File: config.mk
export PLATFORM = sky130hd
export DESIGN_NAME = uart_rx_core
export DESIGN_NICKNAME = d
export VERILOG_FILES = /design/src/rtl/uart_rx_core.sv
export SDC_FILE = /design/constraint.sdc
export NUM_CORES = 1
export LEC_CHECK = 0
export CAP_MARGIN = 5
export CORE_MARGIN = 5
export CORE_UTILIZATION = 45
export CTS_CLUSTER_SIZE = 25
export DETAILED_ROUTE_END_ITERATION = 8
export PLACE_DENSITY_LB_ADDON = 0.1
export SLEW_MARGIN = 20
export SYNTH_ARGS = -nofsm -noshare
export SYNTH_HDL_FRONTEND = slang
export SYNTH_SLANG_ARGS = --single-unit
File: constraint.sdc
create_clock -name clk -period 2.7 [get_ports clk]
set_clock_uncertainty 0.15 [all_clocks]
set_input_delay 0.54 -clock clk [delete_from_list [all_inputs] [get_ports clk]]
set_output_delay 0.54 -clock clk [all_outputs]
set_load 0.03 [all_outputs]
File: src/rtl/uart_rx_core.sv
// uart_rx_core: 8N1 UART receiver with mid-bit sampling, a one-byte holding
// register behind a valid/ready handshake, and framing-error / overrun pulses.
module uart_rx_core #(
  parameter int G_CLK_FREQ = 100000000,
  parameter int G_BAUD     = 115200
) (
  input  logic       clk,
  input  logic       reset,
  input  logic       rx_in,
  output logic [7:0] rx_data,
  output logic       rx_valid,
  input  logic       rx_ready,
  output logic       frame_err,
  output logic       overrun,
  output logic       busy
);

  // Rounded clocks-per-bit and half-bit offset used to land on bit centres.
  localparam int C_DIV  = (G_CLK_FREQ + (G_BAUD / 2)) / G_BAUD;
  localparam int C_HALF = C_DIV / 2;
  localparam int CW     = $clog2(C_DIV);

  localparam logic [CW-1:0] C_CNT_LAST = CW'(C_DIV - 1);
  localparam logic [CW-1:0] C_CNT_HALF = CW'(C_HALF - 1);
  localparam logic [CW-1:0] C_CNT_ZERO = {CW{1'b0}};
  localparam logic [CW-1:0] C_CNT_ONE  = CW'(1);

  // Fewer than 8 clocks per bit leaves no meaningful mid-bit sample point.
  if (C_DIV < 8) begin : g_div_check
    $error("uart_rx_core: clocks per bit must be at least 8");
  end

  typedef enum logic [2:0] {
    S_IDLE      = 3'd0,
    S_START     = 3'd1,
    S_DATA      = 3'd2,
    S_STOP      = 3'd3,
    S_WAIT_HIGH = 3'd4
  } state_t;

  logic [1:0]    sync_r;
  logic          rx_s;
  state_t        state_r;
  state_t        state_s;
  logic [CW-1:0] cnt_r;
  logic [CW-1:0] cnt_s;
  logic [2:0]    idx_r;
  logic [2:0]    idx_s;
  logic [7:0]    shift_r;
  logic [7:0]    shift_s;
  logic          load_s;
  logic          ferr_s;
  logic          ovr_s;
  logic          valid_s;

  // Two-flop synchronizer; idle-high reset value avoids a false start bit.
  always_ff @(posedge clk or posedge reset) begin
    if (reset) begin
      sync_r <= 2'b11;
    end else begin
      sync_r <= {sync_r[0], rx_in};
    end
  end

  assign rx_s = sync_r[1];

  // FSM, bit-timing counter, bit index and shift register state.
  always_ff @(posedge clk or posedge reset) begin
    if (reset) begin
      state_r <= S_IDLE;
      cnt_r   <= C_CNT_ZERO;
      idx_r   <= 3'd0;
      shift_r <= 8'h00;
    end else begin
      state_r <= state_s;
      cnt_r   <= cnt_s;
      idx_r   <= idx_s;
      shift_r <= shift_s;
    end
  end

  // Next-state logic: sample at bit centres and decide what the frame yields.
  always_comb begin
    state_s = state_r;
    cnt_s   = cnt_r;
    idx_s   = idx_r;
    shift_s = shift_r;
    load_s  = 1'b0;
    ferr_s  = 1'b0;
    ovr_s   = 1'b0;
    case (state_r)
      S_IDLE: begin
        cnt_s = C_CNT_ZERO;
        idx_s = 3'd0;
        if (!rx_s) begin
          state_s = S_START;
        end else begin
          state_s = S_IDLE;
        end
      end
      S_START: begin
        if (cnt_r == C_CNT_HALF) begin
          cnt_s = C_CNT_ZERO;
          idx_s = 3'd0;
          // A line that is high again at mid start bit was only a glitch.
          if (rx_s) begin
            state_s = S_IDLE;
          end else begin
            state_s = S_DATA;
          end
        end else begin
          cnt_s = cnt_r + C_CNT_ONE;
        end
      end
      S_DATA: begin
        if (cnt_r == C_CNT_LAST) begin
          cnt_s   = C_CNT_ZERO;
          shift_s = {rx_s, shift_r[7:1]};
          if (idx_r == 3'd7) begin
            idx_s   = 3'd0;
            state_s = S_STOP;
          end else begin
            idx_s = idx_r + 3'd1;
          end
        end else begin
          cnt_s = cnt_r + C_CNT_ONE;
        end
      end
      S_STOP: begin
        if (cnt_r == C_CNT_LAST) begin
          cnt_s = C_CNT_ZERO;
          if (rx_s) begin
            // Returning to IDLE mid stop bit lets back-to-back frames through.
            state_s = S_IDLE;
            if (!rx_valid || rx_ready) begin
              load_s = 1'b1;
            end else begin
              ovr_s = 1'b1;
            end
          end else begin
            ferr_s  = 1'b1;
            state_s = S_WAIT_HIGH;
          end
        end else begin
          cnt_s = cnt_r + C_CNT_ONE;
        end
      end
      S_WAIT_HIGH: begin
        cnt_s = C_CNT_ZERO;
        // Holding here makes a break condition report only one frame error.
        if (rx_s) begin
          state_s = S_IDLE;
        end else begin
          state_s = S_WAIT_HIGH;
        end
      end
      default: begin
        state_s = S_IDLE;
        cnt_s   = C_CNT_ZERO;
        idx_s   = 3'd0;
      end
    endcase
  end

  // Holding-register valid: a new load wins over a simultaneous handshake.
  always_comb begin
    if (load_s) begin
      valid_s = 1'b1;
    end else if (rx_valid && rx_ready) begin
      valid_s = 1'b0;
    end else begin
      valid_s = rx_valid;
    end
  end

  // Registered outputs: holding register, status pulses and busy flag.
  always_ff @(posedge clk or posedge reset) begin
    if (reset) begin
      rx_data   <= 8'h00;
      rx_valid  <= 1'b0;
      frame_err <= 1'b0;
      overrun   <= 1'b0;
      busy      <= 1'b0;
    end else begin
      if (load_s) begin
        rx_data <= shift_r;
      end else begin
        rx_data <= rx_data;
      end
      rx_valid  <= valid_s;
      frame_err <= ferr_s;
      overrun   <= ovr_s;
      busy      <= (state_r != S_IDLE);
    end
  end

endmodule

# Word level (Yosys, flattened, before mapping)
# Cells that the tools add are included.
totals:
  reg_bits: 38
  latch_bits: 0
  mem_bits_rw: 0
  romBits: 0
  elab_cells: 63
  memories: 0
op_classes:
  n_addsub: 2
  n_mul: 0
  n_div: 0
  magnitude_cmp: 0
  eq_ne: 11
  shift: 0
  muxes: 28
  bitwise_logic: 1
  n_reduce_logical: 11
ops:
  columns: ["cell", "count"]
  rows:
  - ["2-to-1 mux 3 bit", 8]
  - ["2-to-1 mux 10 bit", 2]
  - ["one-hot mux 10 bit (2 select lines)", 1]
  - ["one-hot mux 3 bit (5 select lines)", 1]
  - ["2-to-1 mux 1 bit", 14]
  - ["adder 10 x 1 -> 10 bit, second input constant", 1]
  - ["== test 10 bit, second input constant", 1]
  - ["== test 10 x 9 -> 1 bit, second input constant", 1]
  - ["one-hot mux 3 bit (3 select lines)", 1]
  - ["!= test 2 bit, second input constant", 4]
  - ["== test 3 x 2 -> 1 bit, second input constant", 2]
  - ["== test 3 bit, second input constant", 2]
  - ["AND reduction 4 bit", 1]
  - ["OR reduction 2 bit", 2]
  - ["adder 3 x 1 -> 3 bit, second input constant", 1]
  - ["== test 3 x 1 -> 1 bit, second input constant", 1]
  - ["logical NOT 3 bit", 1]
  - ["AND reduction 3 bit", 1]
  - ["nonzero test 3 bit", 1]
  - ["2-to-1 mux 2 bit", 1]
  - ["AND reduction 2 bit", 1]
  - ["nonzero test 2 bit", 1]
  - ["logical AND 1 bit", 1]
  - ["logical NOT 1 bit", 1]
  - ["2 further kinds", 2]

# Logic depth before layout (Yosys ltp)
# Gate-level depths: netlist of run 1.
logic_depth:
  word_depth: 7
  ltp_mapped: 7

# Worst setup path after synthesis of run 1
# Ideal clock, no wire load.
synth_path:
  kind: "reg-to-reg"
  startpoint: "reg cnt_r[0]"
  endpoint: "reg shift_r[0]"
  arrival_time_ps: 1737
  required_time_ps: 2425
  path_slack_ps: 688
  stages_incl_launch_ff: 8
  synth_period_minus_slack_ps: 2012
  cell_sequence: "dfrtp_1 > ha_1 > and4bb_1 > and3_1 > buf_4 > and2_1 > buf_6 > mux2_4"
synth_via:
  elab_chain_cells: 2
synth_rtl:
  columns: ["element", "line_no", "text"]
  rows:
  - ["from (decl)", "45", "logic [CW-1:0] cnt_r;"]
  - ["from (signal assigned)", "76", "cnt_r <= cnt_s;"]
  - ["== test 10 bit", "116", "if (cnt_r == C_CNT_LAST) begin"]
  - ["AND reduction 2 bit (no line)", null, null]
  - ["to (signal assigned)", "78", "shift_r <= shift_s;"]
  - ["to (decl)", "49", "logic [7:0] shift_r;"]
# No other way between the ends.
# A chain may end at the register's enable or synchronous reset.

# Worst setup path in the final report of run 1
layout_path:
  startpoint: "reg cnt_r[0]"
  endpoint: "reg shift_r[2]"
# Same word-level chain as after synthesis.

==> flow_summary.toml, run 1 <==
[setup_path]
path_max_fanout = 8
startpoint = "cnt_r[0]"
critPathLaunchType = "flop"
crit_type = "reg -> reg"
critPathBufInv = 0
r2r_cells = 5
required_ns = 2.72
worst_ep_arrival_time_ns = 2.37
crit_family = "simple AND/OR/NAND/NOR gates"
cp.depth = 5
r2r-end = "shift_r[2]"
r2r-start = "cnt_r[0]"
path_cells = "ha_1 > and4bb_1 > and3_1 > and2_1 > mux2_4"
cp_slowest_stage_delay_ns = 0.51
rrSetupSlack_ns = 0.35
end_kind = "flop"
slowest_stage = "and2_1"
crit_end = "shift_r[2]"

[power_and_ir_drop]
sw_frac_of_total_pct = 19.97
p_int_w = 0.0008516
seqPwrFrac_pct = 53.9
p_comb_share_pct = 1.6
p_leak_nw = 0.9691
ir_drop_mv = 0.3219
power_density_nw_per_um2 = 520.8
p_switching_w = 0.0002125
clockPowerShare_pct = 44.5
power_w = 0.001064

[worst_hold_path]
min_path_type = "reg -> reg"

[global_route]
grt_pass1_vias = 1014
antenna_found_initial = 0
overflow = 0
grt_pass1_wl_mm = 4.795
grt_max_degree = 39
grt.total_usage_pct = 11.68

[clocking]
htreeDepth = 2
numCtsBuffers = 5
cts_hold_buffers = 0
cts_tree = "built"
cts_resized = 0
cts_root_buf = "clkbuf_8"
path_clk_slew_ns = 0.08
clkSinkCount = 38
clkLatencyLatePin_ns = 0.28
clockBufferDepth = 2
cts_setup_buffers = 0

[synth]
netlist_area_um2 = 1747
ys_seq_elements = 38
yosys_warnings = 0
yosys.area.top_type = "dfrtp_1"
synthCells = 140
async_flop_share_pct = 100.0
synth_fp_nets = 148
yosysMostFrequentCell = "dfrtp_1"
avgSynthCellArea_um2 = 12.48
synth_cell_types = 38
synth_top_cell_area_share_pct = 51.58
synth_edf_count = 0
synthTopCellsByArea = "dfrtp_1, mux2_4, mux2_1, nor2_1, dfstp_2"
yosysSeqAreaShare_pct = 54.58
synthTopCellsByCount = "dfrtp_1, nor2_1, mux2_4, nand2_1"
ys.flop_type = "dfrtp_1"

[routing]
wl_per_cell_um = 13.85
drt.antenna.violating_nets = 0
drtPass1Iterations = 4
routed_wl_mm = 2.866
drt_iter0_markers = 44
remaining_drc_errors = 0
vias = 1079
vias_per_cell = 5.213

[sta]
tightestPinTransition_ns = 0.6795
layout_min_cycle_time_ns = 2.347
maxSlewViolCount = 0
hold_viol = 0
max_slew_margin_pct = 54.40
setup_tns_ns = 0
period_share_pct = 86.94
setup_viol = 0
rsz0062_at_grt = "false"
clock.fmax_mhz = 426.0

[die]
die_y_um = 72.30
core-area_um2 = 3716
placementRows = 22
die_x_um = 72.30
ios = 16
die_area_um2 = 5227
start_util_pct = 47.00

[layout]
nFillCells = 327
insertedDiodeCount = 0
layout-drive-gt1-share_pct = 16.35
area_growth_pct = 16.98
final_nets = 166

[placed_design]
place.gp.congestion = 0.7975
hpwl_mm = 2.029
port_buffers = 15

[status]
run_status = "finished, final reports clean"

[flow_run]
maxCapViolCount = 0
## area by class of cell
| cell class | instances | area, um2 | area share, % |
|---|---|---|---|
| multi-input cells | 91 | 735.7 | 36.01 |
| well taps | 48 | 60.06 | 2.939 |
| clock buffers | 5 | 68.82 | 3.368 |
| repair buffers | 16 | 157.7 | 7.716 |
| clock inverters | 3 | 45.04 | 2.205 |
| inverters | 6 | 22.52 | 1.102 |
| flip-flops and latches | 38 | 953.4 | 46.66 |
## worst min path at each step
stage,depth (start not counted),to,startpoint
5_1_grt,0,sync_r[1],sync_r[0]
4_1_cts,0,sync_r[1],sync_r[0]
3_5_place_dp,0,sync_r[1],sync_r[0]
2_1_floorplan,0,sync_r[1],sync_r[0]
6_report,0,sync_r[1],sync_r[0]
3_3_place_gp,0,sync_r[1],sync_r[0]
## metrics by stage
stage          utilization, %  setup WS [ns]  std cells  instance area (um2)  hold slack, ns
4_1_cts                 54.98         0.3537        207                 2043          0.2114
6_report                54.98         0.3527        207                 2043          0.2087
5_1_grt                 54.98         0.2371        207                 2043          0.2157
3_3_place_gp            51.92         0.4417        199                 1929          0.1960
2_1_floorplan               -         0.6879        140                 1747          0.1952
3_5_place_dp            51.92         0.3720        199                 1929          0.2003
## placed cells by master, fill, tap and decap left out, types with 2 or more instances in the layout
cell / instances
a311oi_1: 2
a41oi_1: 2
and2_1: 2
and3_1: 4
and4_1: 2
and4bb_1: 2
clkbuf_8: 5
clkdlybuf4s50_1: 15
clkinvlp_4: 2
dfrtp_1: 36
dfstp_2: 2
ha_1: 4
inv_1: 6
mux2_1: 6
mux2_2: 3
mux2_4: 8
mux2i_1: 2
nand2_1: 7
nand3_1: 5
nand4_1: 2
nor2_1: 17
o21ai_0: 2
xnor2_1: 3
xor2_1: 5
## power by group through the flow
stage / logic [W] / registers (W) / clock network (W)
after floorplan: 0.00000914 / 0.000584 / 0
after global placement: 0.0000174 / 0.000585 / 0
after detailed placement: 0.0000177 / 0.000585 / 0
after CTS: 0.0000177 / 0.000574 / 0.000482
after global routing: 0.0000196 / 0.000574 / 0.000505
final: 0.0000165 / 0.000574 / 0.000474
## routing by layer
layer,track usage [%],up-vias,wire (um)
met5,0,-,0
met4,3.758,0,17
met3,3.324,2,128
met2,17.09,20,1305
met1,16.68,534,1415
li1,-,523,-
## sequential cells by signal, summed over array words and instances, names as in the netlist
signal,flops
rx_data,8
state_r,3
rx_valid,1
busy,1
idx_r,3
frame_err,1
sync_r,2
overrun,1
cnt_r,10
shift_r,8
## cell families (layout without fill, tap and decap cells)
| kind of cell | Yosys count | count (layout) | share of synthesized area (%) |
|---|---|---|---|
| flops | 38 | 38 | 54.58 |
| compound gates | 9 | 9 | 3.940 |
| mux | 19 | 19 | 13.83 |
| xor+xnor | 8 | 8 | 4.012 |
| buf+inv | 11 | 30 | 3.294 |
| fa+ha+maj | 4 | 4 | 2.865 |
| simple gates | 51 | 51 | 17.48 |
Note: power is estimated with default switching activity, not from simulation.
==> run 2, diff against run 1 <==
- RECOVER_POWER: default -> 50
==> flow_summary.toml, run 2 (synthesis results as in run 1) <==
[clocking]
cts_root_buf = "clkbuf_8"
cts_resized = 0
htreeDepth = 2
clockBufferDepth = 2
numCtsBuffers = 5
cts_setup_buffers = 0
clkLatencyLatePin_ns = 0.28
path_clk_slew_ns = 0.08
clkSinkCount = 38
cts_tree = "built"
cts_hold_buffers = 0

[placed_design]
hpwl_mm = 2.029
place_inst = 199
port_buffers = 15
post_dp_cell_area_um2 = 1929
place.gp.congestion = 0.7975

[routing]
routed_wl_mm = 2.860
vias_per_cell = 5.213
drt_iter0_markers = 44
remaining_drc_errors = 0
wl_per_cell_um = 13.82
drt.antenna.violating_nets = 0
vias = 1079
drtPass1Iterations = 4

[setup_path]
end_kind = "flop"
worst_ep_arrival_time_ns = 2.37
path_cells = "ha_1 > and4bb_1 > and3_1 > and2_1 > mux2_4"
crit_family = "simple AND/OR/NAND/NOR gates"
required_ns = 2.72
crit_type = "reg -> reg"
critPathLaunchType = "flop"
cp_slowest_stage_delay_ns = 0.51
slowest_stage = "and2_1"
critPathBufInv = 0
path_max_fanout = 8
rrSetupSlack_ns = 0.35

[layout]
nFillCells = 328
final_nets = 166
top_register = "cnt_r"
stdcell_count = 207
final_common_cell = "dfrtp_1"
insertedDiodeCount = 0
layout_common_cells = "dfrtp_1, nor2_1, clkdlybuf4s50_1"
top_regs = "cnt_r: 10 flops, rx_data: 8 flops, shift_r: 8 flops"
final_util_pct = 54.92
layout-drive-gt1-share_pct = 16.35
final_cell_area_um2 = 2041
area_growth_pct = 16.83
largest_register_ffs = 10

[die]
start_util_pct = 47.00
die_x_um = 72.30
die_area_um2 = 5227
core-area_um2 = 3716
placementRows = 22
die_y_um = 72.30
ios = 16

[global_route]
antenna_found_initial = 0
grt_pass1_vias = 1014
overflow = 0
grt_max_degree = 39
grt.total_usage_pct = 11.68
grt_pass1_wl_mm = 4.795

[power_and_ir_drop]
ir_drop_mv = 0.3220
power_density_nw_per_um2 = 520.9
p_leak_nw = 0.9690

[sta]
setup_tns_ns = 0
rsz0062_at_grt = "false"
tightestPinTransition_ns = 0.8930
maxSlewViolCount = 0
clock.fmax_mhz = 426.0
fin_hold_ws_ns = 0.2087
layout_min_cycle_time_ns = 2.348
max_slew_margin_pct = 40.47
hold_viol = 0
setup_viol = 0
period_share_pct = 86.95

[status]
run_status = "finished, final reports clean"

[flow_run]
maxCapViolCount = 0

[worst_hold_path]
min_path_type = "reg -> reg"
==> run 2: report_power, final <==
group	leakage (nW)	internal, W	switching (W)
logic	0.415	0.00000437	0.0000111
clock network	0.0504	0.000275	0.000199
registers	0.504	0.000572	0.00000236
==> run 2: worst paths after layout <==
check                          start         end  cells after the start
max                         cnt_r[0]  shift_r[2]                      5
min reg2reg                sync_r[0]   sync_r[1]                      0
max reg2reg                 cnt_r[0]  shift_r[2]                      5
min                        sync_r[0]   sync_r[1]                      0
min in group asynchronous      reset  shift_r[0]                      3
max in group asynchronous      reset    cnt_r[9]                      3
==> run 2: per-stage QoR <==
step | power [W] | worst slack (ns)
detailed placement | 0.0006027 | 0.3720
CTS | 0.001073 | 0.3537
global placement | 0.0006022 | 0.4417
floorplan | 0.0005932 | 0.6879
global route | 0.001097 | 0.2371
finish | 0.001063 | 0.3523
==> run 2: layer usage <==
metal	GRT usage [%]	share of wire, %	vias up
li1	-	-	523
met1	16.68	49	534
met3	3.324	4.5	2
met2	17.09	46	20
met4	3.758	0.59	0
met5	0	0	-
==> run 2: final cells by class <==
cell class                      count  area (um2)  share of cell area (%)
Timing Repair Buffer               16       155.1                   7.603
Multi-Input combinational cell     91       735.7                   36.05
Sequential cell                    38       953.4                   46.72
Tap cell                           48       60.06                   2.943
Clock inverter                      3       45.04                   2.207
Inverter                            6       22.52                   1.104
Clock buffer                        5       68.82                   3.372
